==> config.mk <==
export PLATFORM = sky130hd
export DESIGN_NAME = i2c_reg_target
export DESIGN_NICKNAME = d
export VERILOG_FILES = /design/src/rtl/i2c_reg_pkg.sv /design/src/rtl/i2c_line_sync.sv /design/src/rtl/i2c_reg_target.sv
export SDC_FILE = /design/constraint.sdc
export NUM_CORES = 1
export LEC_CHECK = 0
export CAP_MARGIN = 25
export CORE_MARGIN = 5
export CORE_UTILIZATION = 42
export DETAILED_ROUTE_END_ITERATION = 8
export GPL_TIMING_DRIVEN = 0
export PLACE_DENSITY = 0.72
export RECOVER_POWER = 50
export SLEW_MARGIN = 40
export SYNTH_ARGS = -nofsm -noshare
export SYNTH_HDL_FRONTEND = slang
export SYNTH_SLANG_ARGS = --single-unit
==> constraint.sdc <==
create_clock -name clk -period 2.9 [get_ports clk]
set_input_delay 0.29 -clock clk [delete_from_list [all_inputs] [get_ports clk]]
set_output_delay 0.29 -clock clk [all_outputs]
set_load 0.02 [all_outputs]
==> src/rtl/i2c_reg_pkg.sv <==
// i2c_reg_pkg
// Shared types and constants for the I2C register target:
//   - state_t      : protocol FSM states
//   - BITCNT_W     : width of the per-byte bit counter (counts 0..9)
//   - PTR_W        : register pointer width
//   - UNMAPPED_VAL : byte returned for indices outside the register map
//   - maj3()       : 3-input majority vote used by the optional line filter
package i2c_reg_pkg;

  typedef enum logic [3:0] {
    IDLE,
    ADDR,
    ADDR_ACK,
    PTR,
    PTR_ACK,
    WDATA,
    WDATA_ACK,
    RDATA,
    RD_ACK,
    IGNORE
  } state_t;

  localparam int         BITCNT_W     = 4;
  localparam int         PTR_W        = 8;
  localparam logic [7:0] UNMAPPED_VAL = 8'h00;

  function automatic logic maj3(input logic a, input logic b, input logic c);
    return (a & b) | (a & c) | (b & c);
  endfunction

endpackage

==> src/rtl/i2c_line_sync.sv <==
// i2c_line_sync
// Brings the asynchronous SCL/SDA pad inputs into the clk domain and
// derives the bus events the protocol FSM works from.
//   clk, rst            : system clock, synchronous active-high reset
//   scl_i, sda_i        : raw pad inputs
//   sda_o               : conditioned SDA level (data sampling)
//   scl_rise_o/fall_o   : 1-clk pulses on conditioned SCL edges
//   start_o / stop_o    : 1-clk pulses on START / STOP conditions
// Build option I2C_GLITCH_FILTER_EN: adds a registered 3-sample majority
// filter after the 2-flop synchroniser (latency 2 -> 4 clk, 1-clk pulses
// rejected). Without it a 1-clk glitch is seen as a real edge.
module i2c_line_sync
  import i2c_reg_pkg::*;
(
  input  logic clk,
  input  logic rst,
  input  logic scl_i,
  input  logic sda_i,
  output logic sda_o,
  output logic scl_rise_o,
  output logic scl_fall_o,
  output logic start_o,
  output logic stop_o
);

  logic [1:0] scl_sync_q, sda_sync_q;
  logic       scl_lvl, sda_lvl;
  logic       scl_prev_q, sda_prev_q;

  // Reset to the idle-bus level so leaving reset never fakes an edge.
  always_ff @(posedge clk) begin
    if (rst) begin
      scl_sync_q <= 2'b11;
      sda_sync_q <= 2'b11;
    end else begin
      scl_sync_q <= {scl_sync_q[0], scl_i};
      sda_sync_q <= {sda_sync_q[0], sda_i};
    end
  end

`ifdef I2C_GLITCH_FILTER_EN
  logic [1:0] scl_hist_q, sda_hist_q;
  logic       scl_flt_q, sda_flt_q;

  // A lone 1-clk sample never holds a majority of the 3-sample window.
  always_ff @(posedge clk) begin
    if (rst) begin
      scl_hist_q <= 2'b11;
      sda_hist_q <= 2'b11;
      scl_flt_q  <= 1'b1;
      sda_flt_q  <= 1'b1;
    end else begin
      scl_hist_q <= {scl_hist_q[0], scl_sync_q[1]};
      sda_hist_q <= {sda_hist_q[0], sda_sync_q[1]};
      scl_flt_q  <= maj3(scl_sync_q[1], scl_hist_q[0], scl_hist_q[1]);
      sda_flt_q  <= maj3(sda_sync_q[1], sda_hist_q[0], sda_hist_q[1]);
    end
  end

  assign scl_lvl = scl_flt_q;
  assign sda_lvl = sda_flt_q;
`else
  assign scl_lvl = scl_sync_q[1];
  assign sda_lvl = sda_sync_q[1];
`endif

  always_ff @(posedge clk) begin
    if (rst) begin
      scl_prev_q <= 1'b1;
      sda_prev_q <= 1'b1;
    end else begin
      scl_prev_q <= scl_lvl;
      sda_prev_q <= sda_lvl;
    end
  end

  assign sda_o      = sda_lvl;
  assign scl_rise_o = scl_lvl & ~scl_prev_q;
  assign scl_fall_o = ~scl_lvl & scl_prev_q;
  // SCL must be high on both samples so an SCL edge is never mistaken for START/STOP.
  assign start_o    = scl_lvl & scl_prev_q & sda_prev_q & ~sda_lvl;
  assign stop_o     = scl_lvl & scl_prev_q & ~sda_prev_q & sda_lvl;

endmodule

==> src/rtl/i2c_reg_target.sv <==
// i2c_reg_target
// I2C target with an 8-bit register pointer, auto-increment and writes.
// Register map: indices 0..NUM_RO-1 read-only (ro_data, snapshotted at the
// read address phase), NUM_RO..NUM_RO+NUM_RW-1 read/write (rw_data),
// everything else reads 8'h00 and silently discards writes.
//   clk, rst   : system clock, synchronous active-high reset
//   scl_in     : SCL pad input (async)
//   sda_in     : SDA pad input (async)
//   sda_oe     : 1 = pull SDA low (open drain)
//   ro_data    : read-only bytes, byte i at [8i+7:8i]
//   rw_data    : host-writable bytes, byte j at [8j+7:8j]
//   wr_stb     : 1-clk pulse per accepted RW byte write
//   wr_idx     : register index of that write
//   busy       : high from an addressed START until STOP
// Build option I2C_GLITCH_FILTER_EN enables the input glitch filter
// inside i2c_line_sync.
module i2c_reg_target
  import i2c_reg_pkg::*;
#(
  parameter logic [6:0] I2C_ADDR = 7'h64,
  parameter int         NUM_RO   = 3,
  parameter int         NUM_RW   = 2,
  parameter logic [7:0] RW_RESET = 8'h00
) (
  input  logic                clk,
  input  logic                rst,
  input  logic                scl_in,
  input  logic                sda_in,
  output logic                sda_oe,
  input  logic [NUM_RO*8-1:0] ro_data,
  output logic [NUM_RW*8-1:0] rw_data,
  output logic                wr_stb,
  output logic [PTR_W-1:0]    wr_idx,
  output logic                busy
);

  localparam int RW_N = (NUM_RW > 0) ? NUM_RW : 1;

  logic sda_s, scl_rise, scl_fall, start_det, stop_det;

  i2c_line_sync u_line_sync (
    .clk       (clk),
    .rst       (rst),
    .scl_i     (scl_in),
    .sda_i     (sda_in),
    .sda_o     (sda_s),
    .scl_rise_o(scl_rise),
    .scl_fall_o(scl_fall),
    .start_o   (start_det),
    .stop_o    (stop_det)
  );

  state_t              state_q;
  logic [BITCNT_W-1:0] bitcnt_q;
  logic [6:0]          shreg_q;
  logic [6:0]          tx_q;      // remaining bits of the byte being read out
  logic [PTR_W-1:0]    ptr_q;
  logic                rnw_q;
  logic [7:0]          snap_q [NUM_RO];
  logic [7:0]          rw_q   [RW_N];
  logic                sda_oe_q, wr_stb_q, busy_q;
  logic [PTR_W-1:0]    wr_idx_q;

  logic [7:0] rx_byte;
  logic [7:0] rd_val;

  // Byte completed by the current SCL rise (only meaningful on the 8th).
  assign rx_byte = {shreg_q, sda_s};

  function automatic logic [7:0] read_value(input logic [PTR_W-1:0] p);
    logic [7:0] v;
    v = UNMAPPED_VAL;
    for (int i = 0; i < NUM_RO; i++)
      if (int'(p) == i) v = snap_q[i];
    for (int j = 0; j < NUM_RW; j++)
      if (int'(p) == NUM_RO + j) v = rw_q[j];
    return v;
  endfunction

  assign rd_val = read_value(ptr_q);

  // bitcnt_q counts SCL rises within a byte (8 after the last data bit).
  // In the ACK states 8 -> 9 marks "ACK slot driven / master ACK seen",
  // so the next SCL fall closes the ACK slot.
  always_ff @(posedge clk) begin
    wr_stb_q <= 1'b0;
    if (rst) begin
      state_q  <= IDLE;
      bitcnt_q <= '0;
      ptr_q    <= '0;
      rnw_q    <= 1'b0;
      sda_oe_q <= 1'b0;
      wr_idx_q <= '0;
      busy_q   <= 1'b0;
      for (int j = 0; j < RW_N; j++) rw_q[j] <= RW_RESET;
    end else if (stop_det) begin
      state_q  <= IDLE;
      sda_oe_q <= 1'b0;
      busy_q   <= 1'b0;
    end else if (start_det) begin
      // Repeated START keeps ptr so a pointer write can precede a read.
      state_q  <= ADDR;
      bitcnt_q <= '0;
      sda_oe_q <= 1'b0;
    end else begin
      case (state_q)
        ADDR: begin
          if (scl_rise) begin
            shreg_q  <= rx_byte[6:0];
            bitcnt_q <= bitcnt_q + 1'b1;
            if (bitcnt_q == BITCNT_W'(7)) begin
              if (rx_byte[7:1] == I2C_ADDR) begin
                state_q <= ADDR_ACK;
                busy_q  <= 1'b1;
                rnw_q   <= rx_byte[0];
                if (rx_byte[0])
                  for (int i = 0; i < NUM_RO; i++) snap_q[i] <= ro_data[8*i +: 8];
              end else begin
                state_q <= IGNORE;
              end
            end
          end
        end

        ADDR_ACK, PTR_ACK, WDATA_ACK: begin
          if (scl_fall) begin
            if (bitcnt_q == BITCNT_W'(8)) begin
              sda_oe_q <= 1'b1;
              bitcnt_q <= BITCNT_W'(9);
            end else begin
              bitcnt_q <= '0;
              if (state_q == ADDR_ACK && rnw_q) begin
                // First read bit goes out on the same fall that ends the ACK.
                state_q  <= RDATA;
                sda_oe_q <= ~rd_val[7];
                tx_q     <= rd_val[6:0];
              end else begin
                state_q  <= (state_q == ADDR_ACK) ? PTR : WDATA;
                sda_oe_q <= 1'b0;
              end
            end
          end
        end

        PTR: begin
          if (scl_rise) begin
            shreg_q  <= rx_byte[6:0];
            bitcnt_q <= bitcnt_q + 1'b1;
            if (bitcnt_q == BITCNT_W'(7)) begin
              ptr_q   <= rx_byte;
              state_q <= PTR_ACK;
            end
          end
        end

        WDATA: begin
          if (scl_rise) begin
            shreg_q  <= rx_byte[6:0];
            bitcnt_q <= bitcnt_q + 1'b1;
            if (bitcnt_q == BITCNT_W'(7)) begin
              for (int j = 0; j < NUM_RW; j++) begin
                if (int'(ptr_q) == NUM_RO + j) begin
                  rw_q[j]  <= rx_byte;
                  wr_stb_q <= 1'b1;
                  wr_idx_q <= ptr_q;
                end
              end
              ptr_q   <= ptr_q + 1'b1;
              state_q <= WDATA_ACK;
            end
          end
        end

        RDATA: begin
          if (scl_rise) begin
            bitcnt_q <= bitcnt_q + 1'b1;
          end else if (scl_fall && bitcnt_q != '0) begin
            if (bitcnt_q == BITCNT_W'(8)) begin
              sda_oe_q <= 1'b0;
              state_q  <= RD_ACK;
            end else begin
              sda_oe_q <= ~tx_q[6];
              tx_q     <= {tx_q[5:0], 1'b0};
            end
          end
        end

        RD_ACK: begin
          if (scl_rise) begin
            if (sda_s) begin
              state_q <= IGNORE;
            end else begin
              ptr_q    <= ptr_q + 1'b1;
              bitcnt_q <= BITCNT_W'(9);
            end
          end else if (scl_fall && bitcnt_q == BITCNT_W'(9)) begin
            bitcnt_q <= '0;
            state_q  <= RDATA;
            sda_oe_q <= ~rd_val[7];
            tx_q     <= rd_val[6:0];
          end
        end

        IDLE, IGNORE: ;

        default: state_q <= IDLE;
      endcase
    end
  end

  for (genvar j = 0; j < NUM_RW; j++) begin : g_rw_out
    assign rw_data[8*j +: 8] = rw_q[j];
  end

  assign sda_oe = sda_oe_q;
  assign wr_stb = wr_stb_q;
  assign wr_idx = wr_idx_q;
  assign busy   = busy_q;

endmodule
After elaboration in Yosys (flattened, before gate mapping)
Memories as Yosys holds them, arrays and structs flattened. Cells that the tools add are included. W data, S select, Z words.

Flip-flop bits (word level): 48. Bits in writable memories: 40. Input port bits: 28. Output and inout bits: 27. Logic and storage cells: 209. Memories: 2.

Memories: snap_q (depth 3, bits a word 8, read ports 3, clocked after Yosys merged registers in 0, wr ports 3, line i2c_reg_target.sv:59) `logic [7:0] snap_q [NUM_RO];`; rw_q (depth 2, bits a word 8, read ports 2, clocked after Yosys merged registers in 0, wr ports 2, line i2c_reg_target.sv:60) `logic [7:0] rw_q [RW_N];`.

Add/sub/neg operators: 2. Equal/unequal tests: 52. Multiplexer cells: 89. Bitwise operators: 22. Reduce and logical (&&, ||, !) cells: 27.

Operators by type and width (number): $mux W8 (15); $mux W4 (22); $mux W7 (8); $mux W1 (37); $ne A2 B2 Y1 const B (18); $ne A3 B3 Y1 const B (12); $pmux W4 S7 (1); $reduce_and A14 Y1 (2); $pmux W8 S3 (1); $reduce_and A6 Y1 (4); $pmux W7 S3 (1); $eq A4 B3 Y1 const B (5); $eq A4 B4 Y1 const B (4); $eq A8 B3 Y1 const B (2); $not A1 Y1 (13); $pmux W4 S3 (1); $reduce_and A12 Y1 (1); $reduce_and A5 Y1 (2); $reduce_and A9 Y1 (1); $reduce_or A3 Y1 (3); $add A8 B1 Y8 const B (1); $eq A4 B2 Y1 const B (2); $eq A8 B2 Y1 const B (1); $eq A8 B4 Y1 const B (1); 20 further kinds (34).

Logic depth before layout (Yosys ltp)
Gate-level depths: netlist (run 1).

Word-level depth: 11. Depth in mapped cells: 9. Depth with buffers taken out: 8.

Cells and area by module
From an unflattened synthesis (run 1), not the netlist that was laid out.

Cells, all modules: 403. Area, all modules: 4341.7 um^2.

By module, submodules not included: i2c_reg_target (times used 1, cells each 387, area each 4151.5 um^2, seq. area each 2182.1 um^2); i2c_line_sync (times used 1, cells each 16, area each 190.2 um^2, seq. area each 120.1 um^2).

Least setup slack after synthesis (run 1)
Ideal clock, no wire load.

Kind: flip-flop to flip-flop. From: register state_q[2]. To: register tx_q[0] (enable). Library setup time: 0.412 ns. Arrival time: 2.554 ns. Required time: 2.488 ns. Path slack: -0.066 ns. Stages on the path, launching flop included: 6. Path buffers: 1. Clock period less this slack: 2.966 ns. Cells stage by stage: dfxtp_1 -> or4b_4 -> buf_6 -> o22ai_1 -> o211ai_1 -> a2111oi_0.

Longest elaborated chain between the ends: 4. Elaborated cells between the ends (all ways): 17. Those cells by class: 13 x eq/ne; 4 x reduce/logical.

RTL lines: from (decl) (line i2c_reg_target.sv:53) `state_t state_q;`; from (signal assigned) (line i2c_reg_target.sv:138) `state_q <= (state_q == ADDR_ACK) ? PTR : WDATA;`; $eq A4 B2 Y1 or $eq A4 B3 Y1 (tied branches) (line i2c_reg_target.sv:106, i2c_reg_target.sv:132); $reduce_or A3 Y1 or $logic_and A1 B1 Y1 (tied branches) (line i2c_reg_target.sv:106, i2c_reg_target.sv:132); $ne A2 B2 Y1 (no line) or $reduce_bool A3 Y1 (tied branches); $reduce_and A12 Y1 (no line) (*); to (signal assigned) (line i2c_reg_target.sv:136) `tx_q <= rd_val[6:0];`; to (signal assigned) (line i2c_reg_target.sv:183) `tx_q <= {tx_q[5:0], 1'b0};`; to (signal assigned) (line i2c_reg_target.sv:200) `tx_q <= rd_val[6:0];`; to (decl) (line i2c_reg_target.sv:56) `logic [6:0] tx_q;`.

Mark *: on every way between the ends. The rest lies on a longest branch, timed or not. A chain may end at the register's enable or synchronous reset.

==> results of run 1 <==
==> stage by stage <==
| step | worst slack (ps) | util (%) | cell area [sq um] | total power [mW] | instances |
|---|---|---|---|---|---|
| floorplan | 261.3 | - | 4254 | 1.451 | 420 |
| global placement | -283.1 | 50.42 | 4951 | 1.525 | 606 |
| detailed placement | 413.2 | 50.54 | 4962 | 1.529 | 607 |
| CTS | 389.0 | 52.31 | 5136 | 2.283 | 623 |
| global route | 137.7 | 52.28 | 5134 | 2.337 | 623 |
| finish | 366.7 | 52.28 | 5134 | 2.260 | 623 |
==> registers in the layout, indices dropped and copies added, names as in the netlist, 2 cells and up <==
signal / count
rw_q: 16
state_q: 4
tx_q: 7
u_line_sync.sda_sync_q: 2
wr_idx: 8
snap_q: 24
u_line_sync.scl_sync_q: 2
shreg_q: 7
bitcnt_q: 4
ptr_q: 8
==> final cells by class <==
class                      instances  area (sq um)
fill                             933          4686
sequential                        88          2302
multi-input combinational        296          1807
timing repair buffer              54         535.5
tap                              133         166.4
clock buffer                      12         145.1
buffer                            26         111.4
inverter                          10         37.54
clock inverter                     4         28.78
==> power by group through the flow <==
stage | sequential, mW | clock [mW] | combinational [mW]
finish | 1.34 | 0.769 | 0.147
global route | 1.34 | 0.832 | 0.160
CTS | 1.34 | 0.783 | 0.157
detailed placement | 1.37 | 0 | 0.156
global placement | 1.37 | 0 | 0.154
floorplan | 1.38 | 0 | 0.0713
==> worst max-delay path, delay by kind of cell (launching register included) <==
family                     cells  cell delay, ps
adders and majority gates      1             240
DFF                            1             440
and+or+nand+nor                6            1710
==> worst max path at each step <==
stage / endpoint / from / cells past startpoint / slack, ps
after floorplan: tx_q[0] / state_q[2] / 5 / 260
after global placement: tx_q[4] / state_q[2] / 5 / -280
after detailed placement: tx_q[4] / state_q[2] / 6 / 410
after CTS: rw_q[0][8] / ptr_q[0] / 6 / 390
after global routing: rw_q[0][11] / u_line_sync.scl_sync_q[1] / 7 / 140
final: rw_q[0][3] / bitcnt_q[0] / 7 / 370
==> cells by family after synthesis <==
kind of cell / count (synthesis) / share of synthesized area (%)
xor+xnor: 2 / 0.4120
simple gates: 156 / 19.74
buf+inv: 36 / 3.560
fa+ha+maj: 7 / 2.059
compound gates: 124 / 18.15
flops: 88 / 54.13
mux: 7 / 1.942
==> Yosys cell counts (3+ instances only) <==
master                     number  area share (%)
sky130_fd_sc_hd__ha_1           7             2.1
sky130_fd_sc_hd__nand2_1       38             3.4
sky130_fd_sc_hd__nand3b_1       9             1.6
sky130_fd_sc_hd__nor2_1        27             2.4
sky130_fd_sc_hd__nor3_1         8            0.94
sky130_fd_sc_hd__or2_2          7             1.0
sky130_fd_sc_hd__o22ai_1        5            0.74
sky130_fd_sc_hd__a21oi_1       40             4.7
sky130_fd_sc_hd__dfxtp_1       34              16
sky130_fd_sc_hd__o211ai_1       3            0.53
sky130_fd_sc_hd__edfxtp_1      54              38
sky130_fd_sc_hd__a22oi_1        9             1.6
sky130_fd_sc_hd__o21ai_0       30             3.5
sky130_fd_sc_hd__a31oi_1        7             1.0
sky130_fd_sc_hd__a211oi_1       3            0.53
sky130_fd_sc_hd__clkbuf_1      18             1.6
sky130_fd_sc_hd__nand2b_1       8             1.2
sky130_fd_sc_hd__o31ai_1        4            0.71
sky130_fd_sc_hd__and2_1        12             1.8
sky130_fd_sc_hd__or4_1          3            0.53
sky130_fd_sc_hd__mux2i_1        6             1.4
sky130_fd_sc_hd__o21a_1         3            0.53
sky130_fd_sc_hd__nand3_1       12             1.4
sky130_fd_sc_hd__and3_1         6            0.88
sky130_fd_sc_hd__nor2b_1        5            0.74
sky130_fd_sc_hd__buf_2          7            0.82
sky130_fd_sc_hd__inv_1         10            0.88
==> layer usage <==
metal	wire length [microns]	global-route usage, %	vias up	part of all wire (%)
li1	-	-	1679	-
met4	277	6.897	0	2.6
met1	4680	23.10	1689	44
met2	4972	26.94	143	47
met3	675	4.376	25	6.4
met5	0	0	-	0
==> results.yml, run 1 <==
cells_and_area:
  nets: 520
  drive_above_1_share_pct: 8.367
  commonest_cells_after_routing_fill_and_taps_aside: "sky130_fd_sc_hd__edfxtp_1, sky130_fd_sc_hd__dlygate4sd3_1, sky130_fd_sc_hd__a21oi_1"
  final_common_cell: "sky130_fd_sc_hd__edfxtp_1"
  syn2layout_area_growth_pct: 20.71
  antenna_cells: 0
clock_tree:
  clk_lat_worst_skew_ps: 350
  clk_root_buffer_cell: "sky130_fd_sc_hd__clkbuf_8"
  cts-root-to-sink-buffers: 2
  post_cts_resized: 0
  cts_max_level: 3
  cts_hold_repair.buffers: 0
  cts.reportedPaths.clkPinSlew_ps: 90
  clock_sink_count: 88
  tritoncts: "built"
  cts-buffers-inserted: 9
  cts_post_setup_buffers_inserted: 0
critical_path:
  reg2reg_depth: 7
  cpPeakStageDelay_ps: 440
  setup.worst_path.class: "register to register"
  cp-end-kind: "register"
  critical_path.max_fanout: 8
  critPathSlowestCell: "sky130_fd_sc_hd__dfxtp_1"
  worst_reg_to_reg_setup_slack_ps: 370
  timing.critical_path.from_type: "register"
  worstPathRequired_ps: 3110
  cp_cell_sequence: "ha_1 > and3b_1 > nand2_1 > nor3_1 > nand3_1 > nor2_2 > and2_1"
  cp.arrival_ps: 2740
  r2r_start: "bitcnt_q[0]"
  r2r_end: "rw_q[0][3]"
drt:
  detailedRoute.firstPassIterationCount: 5
  detail_route.drc_violations: 0
  vias: 3536
  violation_count_after_the_first_detailed_routing_iteration: 333
  detail-route-antenna-nets: 0
  finalWirelength_microns: 10610
  drt-wirelength-per-cell_microns: 17.02
  vias_per_cell: 5.676
global_route:
  first_pass_grt_wire_length_microns: 17300
  via_count_of_the_first_global_routing_pass: 3436
  grt_antenna_before_repair: 0
  grt_use_total_pct: 17.31
  global_route.overflow_total: 0
  grt_max_degree: 25
placed_design:
  io_buffer_count: 53
  routability_driven_placement_congestion_ratio: 0.8976
  dp_hpwl_microns: 7840
timing:
  timing.setup.tns_ps: 0
  whs_ps: 414.4
  fin_crit_ps: 2533
  worst_pin_slew_ps: 646.3
  max-slew-margin-rel_pct: 56.68
  timing.fmax_mhz: 394.7
  unrepaired_setup_endpoints_after_global_routing: "no"
  finClkSkew_ps: 13.55
  timing_hold_violations_final: 0
  final_max_slew_viols: 0
  setup_violations: 0
  final.period_utilization_pct: 87.35
pwr:
  power_density_over_the_cells_mw_per_mm2: 440.1
  power.share.clock_pct: 34.0
  vdd_ir_drop_max_v: 0.0002566
  switching_share_pct: 23.19
  netSwitchingPower_mw: 0.5240
  pwr-share-comb_pct: 6.5
  seqPwrFrac_pct: 59.4
  p_leak_nw: 1.889
  internal_power_mw: 1.736
die:
  die_area_sq_mm: 0.01224
  chipWidth_microns: 110.6
  fp-row-count: 36
  ioPinCount: 55
  floorplan.initialDensity_pct: 43.31
  die-height_microns: 110.6
  fp.coreArea_sq_mm: 0.009819
synthesis:
  syn-cell-area_sq_mm: 0.004253
  synth-seq-area-share_pct: 54.13
  synth-seq-cells: 88
  yosysWarnings: 0
  postSynthCellCount: 420
  ys_async_sr_fraction_pct: 0
  synth_ff_type: "sky130_fd_sc_hd__edfxtp_1"
  synth_nets: 455
  synthesized_area_per_cell_sq_um: 10.13
  synth_cell_types: 64
  synth_enable_flop_cells: 54
min_path:
  min_to: "u_line_sync.scl_sync_q[1]"
  worstHoldPathType: "register to register"
  hp-start: "u_line_sync.scl_sync_q[0]"
  hold-path-cell-count: 1
outcome:
  outcome: "finished, final reports clean"
run:
  max-cap-violations: 0
Power figures use the tool's default switching activity.
==> run 2: changes to the inputs <==
--- a/config.mk
+++ b/config.mk
@@ -7,2 +7,3 @@
 export LEC_CHECK = 0
+export ABC_AREA = 1
 export CAP_MARGIN = 25
==> constraint.sdc (replaced) <==
create_clock -name clk -period 2.9 [get_ports clk]
set_input_delay 0.58 -clock clk [delete_from_list [all_inputs] [get_ports clk]]
set_output_delay 0.58 -clock clk [all_outputs]
set_load 0.02 [all_outputs]
==> results.yml, run 2 <==
drt:
  vias: 3428
  drt-wirelength-per-cell_microns: 15.12
  detail_route.drc_violations: 0
  vias_per_cell: 5.064
  detail-route-antenna-nets: 0
  finalWirelength_microns: 10230
  violation_count_after_the_first_detailed_routing_iteration: 260
  detailedRoute.firstPassIterationCount: 4
timing:
  finClkSkew_ps: 15.54
  timing_hold_violations_final: 0
  max-slew-margin-rel_pct: 35.50
  unrepaired_setup_endpoints_after_global_routing: "no"
  setup_violations: 0
  worst_slack_ps: 353.8
  timing.fmax_mhz: 392.7
  worst_pin_slew_ps: 960.1
  final_max_slew_viols: 0
  fin_crit_ps: 2546
  final.period_utilization_pct: 87.80
synthesis:
  ys_async_sr_fraction_pct: 0
  synth_enable_flop_cells: 54
  synth_ff_type: "sky130_fd_sc_hd__edfxtp_1"
  synthesized_area_per_cell_sq_um: 8.812
  postSynthCellCount: 471
  ys_top_cells_by_count: "sky130_fd_sc_hd__nand2_1, sky130_fd_sc_hd__nor2_1, sky130_fd_sc_hd__edfxtp_1"
  synth-seq-cells: 88
  syn-cell-area_sq_mm: 0.004150
  synth_adder_area_share_pct: 2.110
  yosysTopAreaCell: "sky130_fd_sc_hd__edfxtp_1"
  synth_cell_types: 36
  leading_cell_type_by_number_of_instances_after_synthesis: "sky130_fd_sc_hd__nand2_1"
  yosysTopAreaCellShare_pct: 39.07
  synth-seq-area-share_pct: 55.47
  post_synth_and_or_nand_nor_area_fraction_pct: 24.12
  yosys.area_share.xor_xnor_pct: 1.055
  synth_nets: 506
  synth_mux_area_share_pct: 0
  yosysWarnings: 0
  synth_compound_gate_area_share_pct: 10.91
  synth.area.top_cells: "sky130_fd_sc_hd__edfxtp_1, sky130_fd_sc_hd__dfxtp_1, sky130_fd_sc_hd__nand2_1, sky130_fd_sc_hd__nor2_1, sky130_fd_sc_hd__inv_1"
  dominant_combinational_cell_family_by_area_after_synthesis: "simple AND/OR/NAND/NOR gates"
pwr:
  vdd_ir_drop_max_v: 0.0003441
  p_leak_nw: 2.128
  report.power.total_mw: 3.041
  power_density_over_the_cells_mw_per_mm2: 597.0
clock_tree:
  post_cts_resized: 0
  tritoncts: "built"
  cts_hold_repair.buffers: 0
  cts-root-to-sink-buffers: 2
  clk_root_buffer_cell: "sky130_fd_sc_hd__clkbuf_8"
  clk_lat_worst_skew_ps: 370
  clock_sink_count: 88
  cts.reportedPaths.clkPinSlew_ps: 100
  cts-buffers-inserted: 9
  cts_max_level: 3
  cts_post_setup_buffers_inserted: 0
cells_and_area:
  largest_register_ff_count: 24
  postLayoutCellArea_sq_mm: 0.005094
  final_common_cell: "sky130_fd_sc_hd__nand2_1"
  antenna_cells: 0
  syn2layout_area_growth_pct: 22.73
  utilization_pct: 52.60
  registers.top_by_ff_count: "snap_q"
  nets: 574
  largestRegisters: "snap_q (24), rw_q (16)"
  drive_above_1_share_pct: 10.29
  final.fill_count: 905
  commonest_cells_after_routing_fill_and_taps_aside: "sky130_fd_sc_hd__nand2_1, sky130_fd_sc_hd__nor2_1, sky130_fd_sc_hd__edfxtp_1"
placed_design:
  dp_hpwl_microns: 7858
  post-place-ws_ps: -133.6
  routability_driven_placement_congestion_ratio: 0.9596
  io_buffer_count: 54
  dpl-instance-area_sq_mm: 0.004911
critical_path:
  critical-path-top-cell-by-count: "sky130_fd_sc_hd__nand2_1"
  cp_cell_sequence: "inv_1 > ha_1 > nand3_1 > nor2_2 > inv_2 > nand2_1 > nand2_1 > o21ai_2"
  critical_path.max_fanout: 9
  worstPathRequired_ps: 2910
  critPathBufInv: 2
  cp.arrival_ps: 2550
  worst_reg_to_reg_setup_slack_ps: 350
  cp-end-kind: "register"
  critPathSlowestCell: "sky130_fd_sc_hd__o21ai_2"
  critical-path-top-delay-family: "simple AND/OR/NAND/NOR gates"
  setup.worst_path.class: "register to register"
  cpPeakStageDelay_ps: 540
  timing.critical_path.from_type: "register"
die:
  die-height_microns: 109.4
  fp-row-count: 36
  die_area_sq_mm: 0.01197
  ioPinCount: 55
  fp.coreArea_sq_mm: 0.009684
  floorplan.initialDensity_pct: 42.86
  chipWidth_microns: 109.4
min_path:
  worstHoldPathType: "register to register"
global_route:
  grt_max_degree: 19
  global_route.overflow_total: 0
  grt_antenna_before_repair: 0
  first_pass_grt_wire_length_microns: 16700
  via_count_of_the_first_global_routing_pass: 3339
  grt_use_total_pct: 18.02
run:
  max-cap-violations: 0
outcome:
  outcome: "finished, final reports clean"
-- run 2: cell types whose count changed after synthesis, moves of 9 or more --
cell                       previous run  this run
sky130_fd_sc_hd__a22oi_1              9         0
sky130_fd_sc_hd__a21oi_1             40        23
sky130_fd_sc_hd__nand3_1             12        34
sky130_fd_sc_hd__clkbuf_1            18         2
sky130_fd_sc_hd__inv_1               10        48
sky130_fd_sc_hd__nand2_1             38        94
sky130_fd_sc_hd__nor2_1              27        65
sky130_fd_sc_hd__and2_1              12         0
-- run 2: kinds of logic (layout without fill, tap and decap cells) --
group | after synthesis | in the layout
adder cells (fa/ha/maj) | 7 | 7
buffers and inverters | 64 | 137
flip-flops | 88 | 88
AO/OA/AOI/OAI | 78 | 78
AND/OR/NAND/NOR | 229 | 229
XOR/XNOR | 5 | 5
-- run 2: worst paths after layout --
check | from | to | cells past startpoint
setup / recovery | ptr_q[0] | rw_q[0][0] | 8
setup reg to reg | ptr_q[0] | rw_q[0][0] | 8
hold reg to reg | u_line_sync.sda_sync_q[0] | u_line_sync.sda_sync_q[1] | 1
hold / removal | u_line_sync.sda_sync_q[0] | u_line_sync.sda_sync_q[1] | 1
-- run 2: cell type report --
type	instances	area [sq um]	area share, %
flip-flops and latches	88	2302	45.20
multi-input cells	319	1597	31.34
repair buffers	57	568.0	11.15
inverters	56	210.2	4.127
well taps	133	166.4	3.267
clock buffers	9	123.9	2.432
clock inverters	7	73.82	1.449
plain buffers	8	52.55	1.032
-- run 2: power by group --
group          internal [mW]  total [mW]  switching [mW]
Combinational          0.259       0.729           0.470
Sequential              1.40        1.46          0.0602
Clock                  0.338       0.848           0.510
Total                   2.00        3.04            1.04
-- run 2: per-stage QoR --
step | TNS, ps | hold WS [ps] | instances
detailed placement | -534.3 | 393.7 | 661
global route | 0 | 440.8 | 677
CTS | 0 | 428.4 | 677
floorplan | 0 | 389.5 | 471
finish | 0 | 422.8 | 677
global placement | -11990 | 393.9 | 658
-- run 2: metal layers --
layer / track usage (%) / vias to the layer above / wire length (microns)
met5: 0 / - / 0
li1: - / 1719 / -
met2: 28.77 / 99 / 4938
met3: 2.290 / 19 / 535
met1: 24.92 / 1591 / 4557
met4: 7.124 / 0 / 201
==> run 3: changes to the inputs <==
CAP_MARGIN = unset   (was 25)
CORE_UTILIZATION = 50   (was 42)
PLACE_DENSITY = 0.82   (was 0.72)
==> results.yml, run 3 (same netlist as run 2, synthesis figures left out) <==
pwr:
  vdd_ir_drop_max_v: 0.0003672
  report.power.total_mw: 2.976
  power_density_over_the_cells_mw_per_mm2: 591.9
  p_leak_nw: 2.113
clock_tree:
  tritoncts: "built"
  cts.reportedPaths.clkPinSlew_ps: 90
  cts_max_level: 3
  clk_root_buffer_cell: "sky130_fd_sc_hd__clkbuf_8"
  cts_post_setup_buffers_inserted: 0
  cts-root-to-sink-buffers: 2
  cts_hold_repair.buffers: 0
  clock_sink_count: 88
  clk_lat_worst_skew_ps: 360
  post_cts_resized: 0
  cts-buffers-inserted: 9
critical_path:
  critical_path.max_fanout: 6
  r2r_start: "ptr_q[0]"
  worst_setup_path_startpoint: "rst"
  timing.critical_path.from_type: "primary input"
  r2r_end: "rw_q[0][0]"
  critical-path-top-delay-family: "simple AND/OR/NAND/NOR gates"
  critical_path_depth: 5
  cpPeakStageDelay_ps: 720
  cp.arrival_ps: 2790
  setup.worst_path.class: "primary input to register"
  critPathSlowestCell: "sky130_fd_sc_hd__nor3_1"
  worstPathRequired_ps: 2970
  cp-end-kind: "register"
  cp_cell_sequence: "clkdlybuf4s50_1 > nor3_1 > o221ai_1 > nor4_2 > buf_2"
  worst_reg_to_reg_setup_slack_ps: 330
  critical_path.endpoint: "tx_q[0]"
  critPathBufInv: 2
  reg2reg_depth: 8
die:
  chipWidth_microns: 101.1
  floorplan.initialDensity_pct: 51.02
  die_area_sq_mm: 0.01022
  fp-row-count: 33
  die-height_microns: 101.1
  ioPinCount: 55
  fp.coreArea_sq_mm: 0.008134
drt:
  route.top_layer_used: "met4"
  wire_length_the_detailed_router_placed_on_met1_microns: 4548
  detailedRoute.firstPassIterationCount: 5
  detail_route.drc_violations: 0
  dr_wl_met2_microns: 4938
  met3WireLength_microns: 531
  drt-wirelength-per-cell_microns: 15.75
  detail-route-antenna-nets: 0
  vias: 3511
  violation_count_after_the_first_detailed_routing_iteration: 283
  vias_per_cell: 5.418
  finalWirelength_microns: 10210
cells_and_area:
  largest_register_ff_count: 24
  commonest_cells_after_routing_fill_and_taps_aside: "sky130_fd_sc_hd__nand2_1, sky130_fd_sc_hd__nor2_1, sky130_fd_sc_hd__edfxtp_1"
  drive_above_1_share_pct: 9.761
  multi_input_gate_area_sq_mm: 0.001599
  largestRegisters: "snap_q (24), rw_q (16)"
  registers.top_by_ff_count: "snap_q"
  regArea_sq_mm: 0.002302
  nets: 573
  final.fill_count: 708
  final_common_cell: "sky130_fd_sc_hd__nand2_1"
  antenna_cells: 0
  syn2layout_area_growth_pct: 21.13
timing:
  fin_crit_ps: 2723
  unrepaired_setup_endpoints_after_global_routing: "no"
  timing.fmax_mhz: 367.3
  final_max_slew_viols: 0
  final.period_utilization_pct: 93.89
  setup_violations: 0
  worst_pin_slew_ps: 1010
  timing_hold_violations_final: 0
  finClkSkew_ps: 9.846
  timing.setup.tns_ps: 0
  max-slew-margin-rel_pct: 32.17
global_route:
  grt_antenna_before_repair: 0
  via_count_of_the_first_global_routing_pass: 3508
  first_pass_grt_wire_length_microns: 16960
  global_route.overflow_total: 0
  grt_max_degree: 17
  grt_use_total_pct: 21.22
placed_design:
  routability_driven_placement_congestion_ratio: 0.9560
  dp_hpwl_microns: 7836
  io_buffer_count: 54
min_path:
  worstHoldPathType: "register to register"
run:
  max-cap-violations: 0
outcome:
  outcome: "finished, final reports clean"
==> run 3: changes by cell type in the layout (fill, tap and decap cells not counted), sizes merged <==
cell,delta
dlygate4sd3,-1
buf,-2
clkdlybuf4s50,+1
clkbuf,+1
==> run 3: worst min-delay path by stage <==
| stage | endpoint | start | cells past startpoint |
|---|---|---|---|
| finish | u_line_sync.scl_sync_q[1] | u_line_sync.scl_sync_q[0] | 1 |
| global route | u_line_sync.scl_sync_q[1] | u_line_sync.scl_sync_q[0] | 1 |
| CTS | u_line_sync.scl_sync_q[1] | u_line_sync.scl_sync_q[0] | 1 |
| detailed placement | u_line_sync.sda_sync_q[1] | u_line_sync.sda_sync_q[0] | 1 |
| global placement | u_line_sync.sda_sync_q[1] | u_line_sync.sda_sync_q[0] | 1 |
| floorplan | u_line_sync.scl_sync_q[1] | u_line_sync.scl_sync_q[0] | 1 |
==> run 3: worst register-to-register path: stages (launching register included) <==
cell and delay [ps]:
sky130_fd_sc_hd__dfxtp_1 360, sky130_fd_sc_hd__inv_1 130, sky130_fd_sc_hd__ha_1 200, sky130_fd_sc_hd__nand3_1 100, sky130_fd_sc_hd__nor2_2 390, sky130_fd_sc_hd__inv_2 130
sky130_fd_sc_hd__nand2_1 90, sky130_fd_sc_hd__nand2_1 240, sky130_fd_sc_hd__o21ai_2 570
==> run 3: where the power goes <==
part	internal (mW)	switching, mW	leakage (nW)
registers	1.40	0.0628	0.784
logic	0.260	0.468	1.24
clock network	0.321	0.460	0.0881
total	1.98	0.991	2.11
==> run 3: routing by layer <==
layer,vias up,global-route usage (%)
met3,16,2.976
met2,121,34.76
li1,1710,-
met4,0,8.180
met5,-,0
met1,1664,28.65
==> run 3: final cells by class <==
class | count | area share (%)
sequential | 88 | 45.79
inverter | 56 | 4.181
clock buffer | 9 | 2.464
buffer | 8 | 0.9706
timing repair buffer | 56 | 11.08
clock inverter | 7 | 1.095
multi-input combinational | 319 | 31.81
tap | 105 | 2.613
==> run 3: stage by stage <==
stage / utilization, % / setup slack, ps / cells / cell area (sq um) / hold WS (ps)
3_3_place_gp: 59.34 / -647.7 / 630 / 4827 / 391.4
5_1_grt: 61.81 / 69.88 / 648 / 5027 / 438.5
6_report: 61.81 / 177.1 / 648 / 5027 / 420.5
2_1_floorplan: - / 534.8 / 471 / 4155 / 389.5
3_5_place_dp: 59.81 / -185.8 / 632 / 4865 / 393.3
4_1_cts: 62.01 / 236.2 / 648 / 5044 / 421.4
